## src/rtl/sap_1_controller_sequencer_pkg.sv

```systemverilog
// Shared SAP-1 constants: opcode values, one-hot T-states and the decode-line bundle.
// The instruction register and control matrix import the same package.
package sap_1_controller_sequencer_pkg;

    localparam logic [3:0] OPC_LDA = 4'h0;
    localparam logic [3:0] OPC_ADD = 4'h1;
    localparam logic [3:0] OPC_SUB = 4'h2;
    localparam logic [3:0] OPC_OUT = 4'hE;
    localparam logic [3:0] OPC_HLT = 4'hF;

    typedef enum logic [5:0] {
        T1 = 6'b000001,
        T2 = 6'b000010,
        T3 = 6'b000100,
        T4 = 6'b001000,
        T5 = 6'b010000,
        T6 = 6'b100000
    } t_state_e;

    typedef struct packed {
        logic lda;
        logic add;
        logic sub;
        logic out;
        logic hlt;
    } decode_t;

endpackage

```

## src/rtl/sap_1_controller_sequencer_opcode_decoder.sv

```systemverilog
// Purely combinational opcode-to-decode-line mapping; unknown opcodes raise no line.
module sap_1_opcode_decoder
    import sap_1_controller_sequencer_pkg::*;
(
    input  logic [3:0] opcode,
    output logic       lda,
    output logic       add,
    output logic       sub,
    output logic       out,
    output logic       hlt
);

    always_comb begin
        lda = 1'b0;
        add = 1'b0;
        sub = 1'b0;
        out = 1'b0;
        hlt = 1'b0;
        case (opcode)
            OPC_LDA: lda = 1'b1;
            OPC_ADD: add = 1'b1;
            OPC_SUB: sub = 1'b1;
            OPC_OUT: out = 1'b1;
            OPC_HLT: hlt = 1'b1;
            default: ;
        endcase
    end

endmodule

```

## src/rtl/sap_1_controller_sequencer.sv

```systemverilog
// SAP-1 controller-sequencer front end: T1..T6 ring counter, opcode latch,
// registered decode lines, HLT stop, free-run / single-step advance control.
module sap_1_controller_sequencer
    import sap_1_controller_sequencer_pkg::*;
#(
    parameter bit SHORT_CYCLE = 1'b0
) (
    input  logic       CLK,
    input  logic       CLRbar,
    input  logic [3:0] instr_opcode,
    input  logic       run_mode,
    input  logic       step,
    output logic [5:0] ring_counter,
    output logic       LDA,
    output logic       ADD,
    output logic       SUB,
    output logic       OUT,
    output logic       HLT,
    output logic       halted,
    output logic       instr_done
);

    t_state_e   ring_reg, ring_next;
    logic [3:0] opcode_reg, opcode_next;
    logic       step_prev_reg;
    logic       halted_reg, halted_next;
    logic       done_reg, done_next;
    decode_t    dec_reg, dec_next, dec_raw;
    logic       adv;
    logic       short_end;
    logic       dec_window;
    logic       dec_lda, dec_add, dec_sub, dec_out, dec_hlt;

    // Step is already debounced and CLK-synchronous, so a single-register edge detect suffices.
    assign adv       = !halted_reg && (run_mode || (step && !step_prev_reg));
    assign short_end = SHORT_CYCLE && (dec_reg.out || (dec_reg == '0));

    always_comb begin
        ring_next   = ring_reg;
        opcode_next = opcode_reg;
        halted_next = halted_reg;
        done_next   = 1'b0;
        case (ring_reg)
            T1: if (adv) ring_next = T2;
            T2: if (adv) ring_next = T3;
            T3: if (adv) begin
                ring_next   = T4;
                opcode_next = instr_opcode;
            end
            T4: if (adv) begin
                if (dec_reg.hlt) begin
                    halted_next = 1'b1;
                end else if (short_end) begin
                    ring_next = T1;
                    done_next = 1'b1;
                end else begin
                    ring_next = T5;
                end
            end
            T5: if (adv) ring_next = T6;
            T6: if (adv) begin
                ring_next = T1;
                done_next = 1'b1;
            end
            default: ring_next = T1;
        endcase
    end

    // Decode the value the latch is about to hold so the lines line up with the ring.
    sap_1_opcode_decoder u_decoder (
        .opcode (opcode_next),
        .lda    (dec_lda),
        .add    (dec_add),
        .sub    (dec_sub),
        .out    (dec_out),
        .hlt    (dec_hlt)
    );

    assign dec_raw    = '{lda: dec_lda, add: dec_add, sub: dec_sub, out: dec_out, hlt: dec_hlt};
    assign dec_window = (ring_next == T4) || (ring_next == T5) || (ring_next == T6);
    assign dec_next   = dec_window ? dec_raw : '0;

    always_ff @(posedge CLK) begin
        if (!CLRbar) begin
            ring_reg      <= T1;
            opcode_reg    <= 4'b0000;
            step_prev_reg <= 1'b1;
            halted_reg    <= 1'b0;
            done_reg      <= 1'b0;
            dec_reg       <= '0;
        end else begin
            ring_reg      <= ring_next;
            opcode_reg    <= opcode_next;
            step_prev_reg <= step;
            halted_reg    <= halted_next;
            done_reg      <= done_next;
            dec_reg       <= dec_next;
        end
    end

    assign ring_counter = ring_reg;
    assign LDA          = dec_reg.lda;
    assign ADD          = dec_reg.add;
    assign SUB          = dec_reg.sub;
    assign OUT          = dec_reg.out;
    assign HLT          = dec_reg.hlt;
    assign halted       = halted_reg;
    assign instr_done   = done_reg;

endmodule

```

## config.mk

```make
export PLATFORM = sky130hd
export DESIGN_NAME = sap_1_controller_sequencer
export DESIGN_NICKNAME = d
export VERILOG_FILES = /design/src/rtl/sap_1_controller_sequencer_pkg.sv /design/src/rtl/sap_1_controller_sequencer_opcode_decoder.sv /design/src/rtl/sap_1_controller_sequencer.sv
export SDC_FILE = /design/constraint.sdc
export NUM_CORES = 1
export LEC_CHECK = 0
export BUFFER_PORTS_ARGS = -buffer_cell sky130_fd_sc_hd__buf_2
export CAP_MARGIN = 20
export CORE_UTILIZATION = 50
export DETAILED_ROUTE_END_ITERATION = 7
export HOLD_SLACK_MARGIN = 0.05
export MAX_ROUTING_LAYER = met4
export PLACE_DENSITY = 0.74
export RECOVER_POWER = 100
export SETUP_SLACK_MARGIN = 0.02
export SYNTH_ARGS = -nofsm -noshare
export SYNTH_HDL_FRONTEND = slang
export SYNTH_SLANG_ARGS = --single-unit
```

## constraint.sdc

```tcl
create_clock -name CLK -period 2.6 [get_ports CLK]
set_clock_uncertainty 0.1 [all_clocks]
set_input_delay 0.26 -clock CLK [delete_from_list [all_inputs] [get_ports CLK]]
set_output_delay 0.26 -clock CLK [all_outputs]
set_load 0.01 [all_outputs]
```

==> summary.md, run 1 <==
| Metric | Value |
|---|---|
| Tot Pwr | `0.000814 W` |
| First-pass GRT wire length | `3.48 mm` |
| Layout Cells excl Fill | `157` |
| Post-CTS resize count | `0` |
| Clk Latency, worst-skew pair | `about 0.30 ns` |
| Min Tclk post-route | `2.38 ns` |
| Number of flops mapped to enable cells by yosys | `0` |
| Grt total ovfl | `0` |
| Row count | `15` |
| Multi-input logic area | `~570 sq um` |
| Placed Instances | `between 150 and 200` |
| Full die area | `0.00218 sq mm` |
| Initial Utilization | `55.5%` |
| CTS tree | `built` |
| IO Pins | `21` |
| Final setup fails | `0` |
| Synth Warn # | `0` |
| Crit path max-delay family | `compound AO/OA/AOI/OAI gates` |
| Post-DP Area | `around 0.0011 sq mm` |
| Pleak | `0.411 nW` |
| Sum Neg Setup Slack | `0 ns` |
| Critical path buffer and inverter count | `0` |
| Synth area leader | `dfxtp_1` |
| Final period utilization | `about 92%` |
| Die Span Y | `46.7 um` |
| Sequential cell area | `360 sq um` |
| TritonCTS Buffers | `3` |
| Nets | `~140` |
| Fin area | `0.00111 sq mm` |
| Status | `finished clean` |
| DIE WIDTH | `between 40 and 50 um` |
| Initial antenna violation count | `0` |
| Critical path's slowest cell | `a2111oi_2` |
| Pre-antenna DRT Iters | `4` |
| Critical path cell sequence | `xnor2_1 > or3_1 > a2111o_1 > a2111oi_2 > nor4_1` |
| Slew at the pin closest to its max-slew limit | `0.609 ns` |
| Port bufs | `20` |
| Routed via count | `between 900 and 1k` |
| Number of remaining DRC errors | `0` |
| Max incr delay on CP | `around 0.57 ns` |
| Reg clk slew, reported paths | `0.11 ns` |
| Synth top area cells | `dfxtp_1 (36%), mux2i_1 (5.0%), nor2b_1 (5.0%)` |
| Antenna cells | `0` |
| Placed wire-length estimate | `1.58 mm` |
| Critical Path End Type | `register` |
| Detail Route Antenna Nets | `0` |
| Flop and latch count out of synthesis | `18` |
| Worst-case clock buffer depth | `2` |
| Crit Path Max Fanout | `11` |
| Tightest Hold Check Type | `input pin to register` |
| Top FF cell, synth | `dfxtp_1` |
| Relative slew slack | `between 50% and 60%` |
| Crit path DAT | `2.43 ns` |
| Fillcell total | `182` |
| CP startpoint kind | `register` |
| Mapped Nets | `121` |
| Final wirelength | `2.26 mm` |
| P per Cell Area | `730 mW/mm^2` |
| Largest net degree at the start of global routing | `17` |
| Max VDD drop | `0.429 mV` |
| Average size of a mapped cell | `8.85 sq um` |
| Final Hold Violating Endpoints | `0` |
| Share of layout cells above drive strength 1 | `12.1%` |
| Clock root cell | `clkbuf_4` |
| Largest register FFs | `6` |
| Max Clk Rate | `0.420 GHz` |
| Worst path required time | `around 2.7 ns` |
| Sequential area share after synthesis | `36.0%` |
| Post-Synthesis Cells | `around 110` |
| GRT Util Overall | `23.1%` |
| Max cap viols | `0` |
| Ys async rst share | `0%` |
| DR WL/cell | `14.4 um` |
| Routed vias/inst | `around 6.2` |
| Crit Path Category | `register to register` |
| Syn Std Cell Area | `1000 sq um` |
| Vias in the first global route | `782` |
| Initial DRC count | `49` |
| GP Congestion | `0.907` |
| Unrepaired setup endpoints after global routing | `false` |
| Core Area | `0.00180 sq mm` |
| Post-synth top area share | `a little over a third` |
| Synth-to-Final Area Change | `11.5%` |
| CTS H-tree lvls | `1` |
| Netlist cell types | `42` |
| Clock Sink Count | `18` |
| Slew Viols, Final | `0` |
==> layout by cell type, fill, tap and decap left out, types with 2 or more instances in the layout <==
cell / instances
dfxtp_1: 18
nor4_1: 6
nor2_1: 10
and2_1: 3
nand3_1: 2
nand2_1: 2
nand2b_1: 2
clkbuf_4: 3
nand4b_1: 2
buf_2: 7
nor3_1: 5
a31oi_1: 2
inv_1: 3
o21ai_0: 6
mux2i_1: 5
o22ai_1: 4
and3_1: 2
clkbuf_1: 13
o21a_1: 3
nor2b_1: 8
xnor2_1: 2
==> cell usage after synthesis (all sizes together), types with 3 or more instances <==
library cell / n
nor4: 6
o22ai: 4
dfxtp: 18
mux2i: 5
o21ai: 7
nor2: 10
nor3: 5
o21a: 3
buf: 5
and2: 4
nor2b: 8
inv: 3
==> through the flow <==
stage / setup slack, ns / hold WS, ns / util [%]
floorplan: 0.582 / 0.233 / -
global placement: 0.439 / 0.354 / 60.9
detailed placement: 0.424 / 0.372 / 60.9
CTS: 0.325 / 0.0517 / 62.9
global route: 0.127 / 0.127 / 61.9
finish: 0.218 / 0.126 / 61.9
==> worst paths after layout <==
path	to	slack [ns]	cells after the start	startpoint
setup / recovery	SUB$_SDFF_PN0_	0.22	5	ring_counter[5]$_SDFF_PN0_
hold / removal	step_prev_reg$_SDFF_PN1_	0.13	2	CLRbar
setup reg to reg	SUB$_SDFF_PN0_	0.22	5	ring_counter[5]$_SDFF_PN0_
hold reg to reg	opcode_reg[3]$_SDFF_PN0_	0.46	2	opcode_reg[3]$_SDFF_PN0_
==> report_power, final <==
part           total, W  leakage (nW)  switching [W]  internal (W)
logic          0.000277         0.244       0.000157      0.000120
clock network  0.000172        0.0210      0.0000869     0.0000853
registers      0.000364         0.146      0.0000620      0.000302
==> what timing repair did <==
action,4_1_cts,5_1_grt
hold buffers,0,1
buffers inserted,0,0
endpoints found under the hold margin,0,1
==> kinds of logic (layout without fill, tap and decap cells) <==
logic type      count (synthesis)  count (layout)  synth area share (%)
flops                          18              18                  36.0
compound gates                 25              25                  19.0
fa+ha+maj                       1               1                  1.00
xor+xnor                        3               3                  2.63
buf+inv                        10              29                  5.26
simple gates                   50              50                  29.9
mux                             6               6                  6.13
==> worst reg2reg max path: stages, from the launching register on <==
cell       delay [ns]
dfxtp_1          0.56
xnor2_1          0.14
or3_1            0.33
a2111o_1         0.38
a2111oi_2        0.57
nor4_1           0.16
==> per-layer routing <==
| layer | share of wire, % | track usage [%] | wire length [um] |
|---|---|---|---|
| met1 | 47 | 31.4 | 1050 |
| met2 | 44 | 33.9 | 997 |
| met3 | 8.4 | 3.92 | 190 |
| met4 | 0.58 | 8.57 | 13 |
| met5 | 0 | - | 0 |
==> layout make-up <==
type	count	area share (%)
clock buffer	4	3.25
sequential	18	32.3
inverter	3	1.01
multi-input combinational	85	51.5
timing repair buffer	22	9.09
tap	25	2.81
(Power assumes the default switching activity.)
==> run 2: changes to the inputs <==
Settings changed: REMOVE_ABC_BUFFERS set to 1.
==> summary.md, run 2 (synthesized netlist as in run 1, its figures left out) <==
| Metric | Value |
|---|---|
| Slew at the pin closest to its max-slew limit | `0.586 ns (-0.0233 ns)` |
| Grt total ovfl | `0 (unchanged)` |
| Share of layout cells above drive strength 1 | `11.5% (-0.67 points)` |
| Final WS setup | `0.274 ns (+0.0565 ns)` |
| Min Tclk post-route | `2.33 ns (-0.0565 ns)` |
| Worst-case clock buffer depth | `2 (unchanged)` |
| Post-CTS setup buffers | `0 (unchanged)` |
| Sum Neg Setup Slack | `0 ns (unchanged)` |
| Crit path max-delay family | `compound AO/OA/AOI/OAI gates` |
| Max VDD drop | `0.422 mV (-1.6%)` |
| Post-CTS resize count | `0 (unchanged)` |
| GP Congestion | `0.846 (-6.7%)` |
| IO Pins | `21 (unchanged)` |
| Largest net degree at the start of global routing | `17 (unchanged)` |
| Critical path cell sequence | `xnor2_1 > or3_1 > a2111o_1 > a2111oi_2 > nor4_1` |
| Final Hold Violating Endpoints | `0 (unchanged)` |
| Setup slack at placement | `0.398 ns (-0.0262 ns)` |
| Row count | `15 (unchanged)` |
| Antenna cells | `0 (unchanged)` |
| Pleak | `0.404 nW (-1.6%)` |
| DIE WIDTH | `46.7 um (unchanged)` |
| Placed wire-length estimate | `1.53 mm (-3.4%)` |
| Worst path required time | `2.65 ns (about the same)` |
| Slew Viols, Final | `0 (unchanged)` |
| Tightest Hold Check Type | `input pin to register` |
| Most frequent cells in the layout | `dfxtp_1 (18), clkbuf_1 (14), nor2_1 (10)` |
| Unrepaired setup endpoints after global routing | `false` |
| TritonCTS Buffers | `3 (unchanged)` |
| DR WL/cell | `13.1 um (-8.5%)` |
| Max cap viols | `0 (unchanged)` |
| CTS Hold Buffers Added | `0 (unchanged)` |
| Clk Latency, worst-skew pair | `0.28 ns (-0.02 ns)` |
| First-pass GRT wire length | `3.23 mm (-7.1%)` |
| Die Span Y | `46.7 um (unchanged)` |
| Initial Utilization | `55.5% (unchanged)` |
| Clock root cell | `clkbuf_4` |
| Initial antenna violation count | `0 (unchanged)` |
| Hold wc startpoint | `step` |
| Critical path's slowest cell | `dfxtp_1` |
| Core Area | `0.00180 sq mm (unchanged)` |
| Final period utilization | `89.5% (-2.2 points)` |
| Pre-antenna DRT Iters | `4 (unchanged)` |
| Final wirelength | `2.05 mm (-9.1%)` |
| Port bufs | `20 (unchanged)` |
| CP startpoint | `ring_counter[5]$_SDFF_PN0_` |
| Full die area | `0.00218 sq mm (unchanged)` |
| Routed via count | `863 (-11%)` |
| P per Cell Area | `733 mW/mm^2 (+0.46%)` |
| Status | `finished clean` |
| Relative slew slack | `60.9% (+1.6 points)` |
| Routed vias/inst | `5.53 (-10%)` |
| Vias in the first global route | `714 (-8.7%)` |
| Final setup fails | `0 (unchanged)` |
| Synth-to-Final Area Change | `10.4%` |
| Max incr delay on CP | `0.55 ns (-0.02 ns)` |
| Nets | `140 (-0.71%)` |
| Clock Sink Count | `18 (unchanged)` |
| Max Clk Rate | `0.430 GHz (+2.4%)` |
| Most common cell after layout, fill and taps aside | `dfxtp_1` |
| Critical path buffer and inverter count | `0 (unchanged)` |
| Number of remaining DRC errors | `0 (unchanged)` |
| CTS H-tree lvls | `1 (unchanged)` |
| GRT Util Overall | `21.3% (-1.7 points)` |
| CP startpoint kind | `register` |
| Initial DRC count | `12 (-76%)` |
| Crit Path Category | `register to register` |
| RR Startpoint | `ring_counter[5]$_SDFF_PN0_` |
| Crit Path Max Fanout | `11 (unchanged)` |
| CTS tree | `built` |
| Critical Path End Type | `register` |
| Crit path DAT | `2.38 ns (-0.05 ns)` |
| Reg clk slew, reported paths | `0.10 ns (about the same)` |
| Largest register FFs | `6 (unchanged)` |
| Detail Route Antenna Nets | `0 (unchanged)` |
run 2: cell type report:
cell class / instances / area, sq um
Inverter: 3 / 11.3
Fill cell: 175 / 698
Multi-Input combinational cell: 85 / 574
Timing Repair Buffer: 21 / 90.1
Clock buffer: 4 / 36.3
Tap cell: 25 / 31.3
Sequential cell: 18 / 360
run 2: power by group:
group	internal, W	total, W	switching [W]
Combinational	0.000120	0.000281	0.000161
Clock	0.0000852	0.000166	0.0000810
Sequential	0.000302	0.000362	0.0000597
Total	0.000508	0.000809	0.000302
run 2: metal layers:
layer	global-route usage (%)	part of all wire, %	up-vias
met1	29.2	50	379
li1	-	-	459
met2	33.3	45	25
met4	1.71	0	0
met5	-	0	-
met3	4.71	4.9	0
run 2: worst paths after layout:
kind,cells after the start,end,slack [ns]
max,5,ADD$_SDFF_PN0_,0.27
min,2,step_prev_reg$_SDFF_PN1_,0.07
max reg2reg,5,ADD$_SDFF_PN0_,0.27
min reg2reg,2,opcode_reg[3]$_SDFF_PN0_,0.45
run 2: per-stage QoR:
step	instances	total power, W	util (%)	hold slack [ns]	instance area (sq um)
after floorplan	106	0.000583	-	0.233	958
after global placement	152	0.000659	60.9	0.354	1100
after detailed placement	152	0.000667	60.9	0.362	1100
after CTS	156	0.000837	62.9	0.0560	1130
after global routing	156	0.000866	61.3	0.0671	1100
final	156	0.000809	61.3	0.0675	1100
==> run 3: changes to the inputs <==
Settings changed: CELL_PAD_IN_SITES_DETAIL_PLACEMENT set to 0, CELL_PAD_IN_SITES_GLOBAL_PLACEMENT set to 2, CORE_UTILIZATION 50 to 31, PLACE_DENSITY 0.74 to unset, PLACE_DENSITY_LB_ADDON set to 0.1, SETUP_SLACK_MARGIN 0.02 to unset.
==> summary.md, run 3 (synthesized netlist as in run 1, its figures left out) <==
| Metric | Value |
|---|---|
| Clock root cell | `clkbuf_4` |
| Relative slew slack | `62.0% (+1.1 points)` |
| Detail Route Antenna Nets | `0 (unchanged)` |
| Pleak | `0.415 nW (+2.6%)` |
| Reg clk slew, reported paths | `0.11 ns (about the same)` |
| Routed via count | `911 (+5.6%)` |
| Slew at the pin closest to its max-slew limit | `0.568 ns (-0.0172 ns)` |
| CTS tree | `built` |
| Port bufs | `20 (unchanged)` |
| DIE WIDTH | `58.8 um (+26%)` |
| Max VDD drop | `0.332 mV (-21%)` |
| Pre-antenna DRT Iters | `4 (unchanged)` |
| Largest net degree at the start of global routing | `17 (unchanged)` |
| IO Pins | `21 (unchanged)` |
| Die Span Y | `58.8 um (+26%)` |
| CP startpoint kind | `register` |
| WHS | `0.137 ns (+0.0697 ns)` |
| Slew Viols, Final | `0 (unchanged)` |
| Row count | `20 (+5)` |
| FF-to-FF setup slack | `0.25 ns (-0.03 ns)` |
| Crit Path Category | `register to register` |
| Initial antenna violation count | `0 (unchanged)` |
| DR WL/cell | `13.8 um (+4.7%)` |
| Crit Path Max Fanout | `11 (unchanged)` |
| Share of layout cells above drive strength 1 | `11.2% (-0.26 points)` |
| Clk Latency, worst-skew pair | `0.30 ns (+0.02 ns)` |
| Most frequent cells in the layout | `dfxtp_1 (18), clkbuf_1 (15), nor2_1 (10)` |
| Setup slack at placement | `0.285 ns (-0.113 ns)` |
| Core Area | `0.00305 sq mm (+69%)` |
| Initial Utilization | `32.7% (-23 points)` |
| Placed wire-length estimate | `1.79 mm (+17%)` |
| Antenna cells | `0 (unchanged)` |
| Synth-to-Final Area Change | `14.6%` |
| GRT Util Overall | `15.4% (-6.0 points)` |
| Tightest Hold Check Type | `input pin to register` |
| Final setup fails | `0 (unchanged)` |
| Fillcell total | `341 (+95%)` |
| Final wirelength | `2.45 mm (+19%)` |
| Max incr delay on CP | `0.57 ns (+0.02 ns)` |
| FF-to-FF End | `HLT$_SDFF_PN0_` |
| Max cap viols | `0 (unchanged)` |
| Min Tclk post-route | `2.35 ns (+0.0277 ns)` |
| Post-CTS resize count | `0 (unchanged)` |
| R2R depth | `5 (unchanged)` |
| Critical path's slowest cell | `dfxtp_1` |
| Routed vias/inst | `5.12 (-7.5%)` |
| Clock Sink Count | `18 (unchanged)` |
| Largest register FFs | `6 (unchanged)` |
| Worst-case clock buffer depth | `2 (unchanged)` |
| Nets | `143 (+2.1%)` |
| Final Util | `37.5% (-24 points)` |
| Final Hold Violating Endpoints | `0 (unchanged)` |
| Initial DRC count | `31 (+19)` |
| TritonCTS Buffers | `3 (unchanged)` |
| Max Clk Rate | `0.425 GHz (-1.2%)` |
| Post-DP Area | `0.00114 sq mm (+3.5%)` |
| Grt total ovfl | `0 (unchanged)` |
| GP Congestion | `0.777 (-8.1%)` |
| P per Cell Area | `733 mW/mm^2 (about the same)` |
| Final WS setup | `0.246 ns (-0.0277 ns)` |
| Critical Path End Type | `register` |
| CTS H-tree lvls | `1 (unchanged)` |
| Fin area | `0.00115 sq mm (+3.9%)` |
| Final period utilization | `90.5% (+1.1 points)` |
| Critical path cell sequence | `xnor2_1 > or3_1 > a2111o_1 > a2111oi_2 > nor4_1` |
| Unrepaired setup endpoints after global routing | `false` |
| Number of remaining DRC errors | `0 (unchanged)` |
| First-pass GRT wire length | `3.82 mm (+18%)` |
| Full die area | `0.00346 sq mm (+58%)` |
| Vias in the first global route | `751 (+5.2%)` |
| CP Capture Point | `HLT$_SDFF_PN0_` |
| Status | `finished clean` |
| Sum Neg Setup Slack | `0 ns (unchanged)` |
| Worst path required time | `2.66 ns (about the same)` |
| Most common cell after layout, fill and taps aside | `dfxtp_1` |
| RR Startpoint | `ring_counter[5]$_SDFF_PN0_` |
| Crit path DAT | `2.42 ns (+0.04 ns)` |
| CP startpoint | `ring_counter[5]$_SDFF_PN0_` |
[run 3: what timing repair did]
action                    CTS  global route
buffers inserted            0             0
hold buffers                1             0
hold endpoints to repair    1             0
[run 3: critical path: cells and delay by family (launching register included)]
kind	cells	cell delay, ns
AOI/OAI and AO/OA	2	0.93
xor gates and xnor gates	1	0.14
DFF	1	0.57
and+or+nand+nor	2	0.48
[run 3: routing by layer]
metal	up-vias	part of all wire (%)	track usage, %
li1	470	-	-
met1	415	51	20.6
met2	24	44	22.9
met3	2	4.0	3.96
met4	0	0.86	4.08
met5	-	0	-
[run 3: report_power, final]
part | switching (W) | internal (W)
Combinational | 0.000171 | 0.000123
Clock | 0.0000927 | 0.0000854
Sequential | 0.0000657 | 0.000302
Total | 0.000329 | 0.000510
[run 3: worst min-delay path by stage]
stage	from	endpoint	slack [ns]	depth (start not counted)
4_1_cts	CLRbar	step_prev_reg$_SDFF_PN1_	0.14	2
5_1_grt	CLRbar	step_prev_reg$_SDFF_PN1_	0.13	2
3_3_place_gp	step	step_prev_reg$_SDFF_PN1_	0.35	2
6_report	CLRbar	step_prev_reg$_SDFF_PN1_	0.14	2
2_1_floorplan	CLRbar	step_prev_reg$_SDFF_PN1_	0.23	1
3_5_place_dp	step	step_prev_reg$_SDFF_PN1_	0.36	2
[run 3: per-stage QoR]
stage | power [W] | cells
after floorplan | 0.000583 | 106
after global placement | 0.000693 | 173
after detailed placement | 0.000693 | 173
after CTS | 0.000873 | 178
after global routing | 0.000893 | 178
final | 0.000840 | 178
[run 3: final cells by class]
type	count	area (sq um)	area share (%)
clock buffer	4	36.3	3.17
inverter	3	11.3	0.983
multi-input combinational	85	574	50.1
sequential	18	360	31.4
tap	44	55.1	4.80
timing repair buffer	24	109	9.50
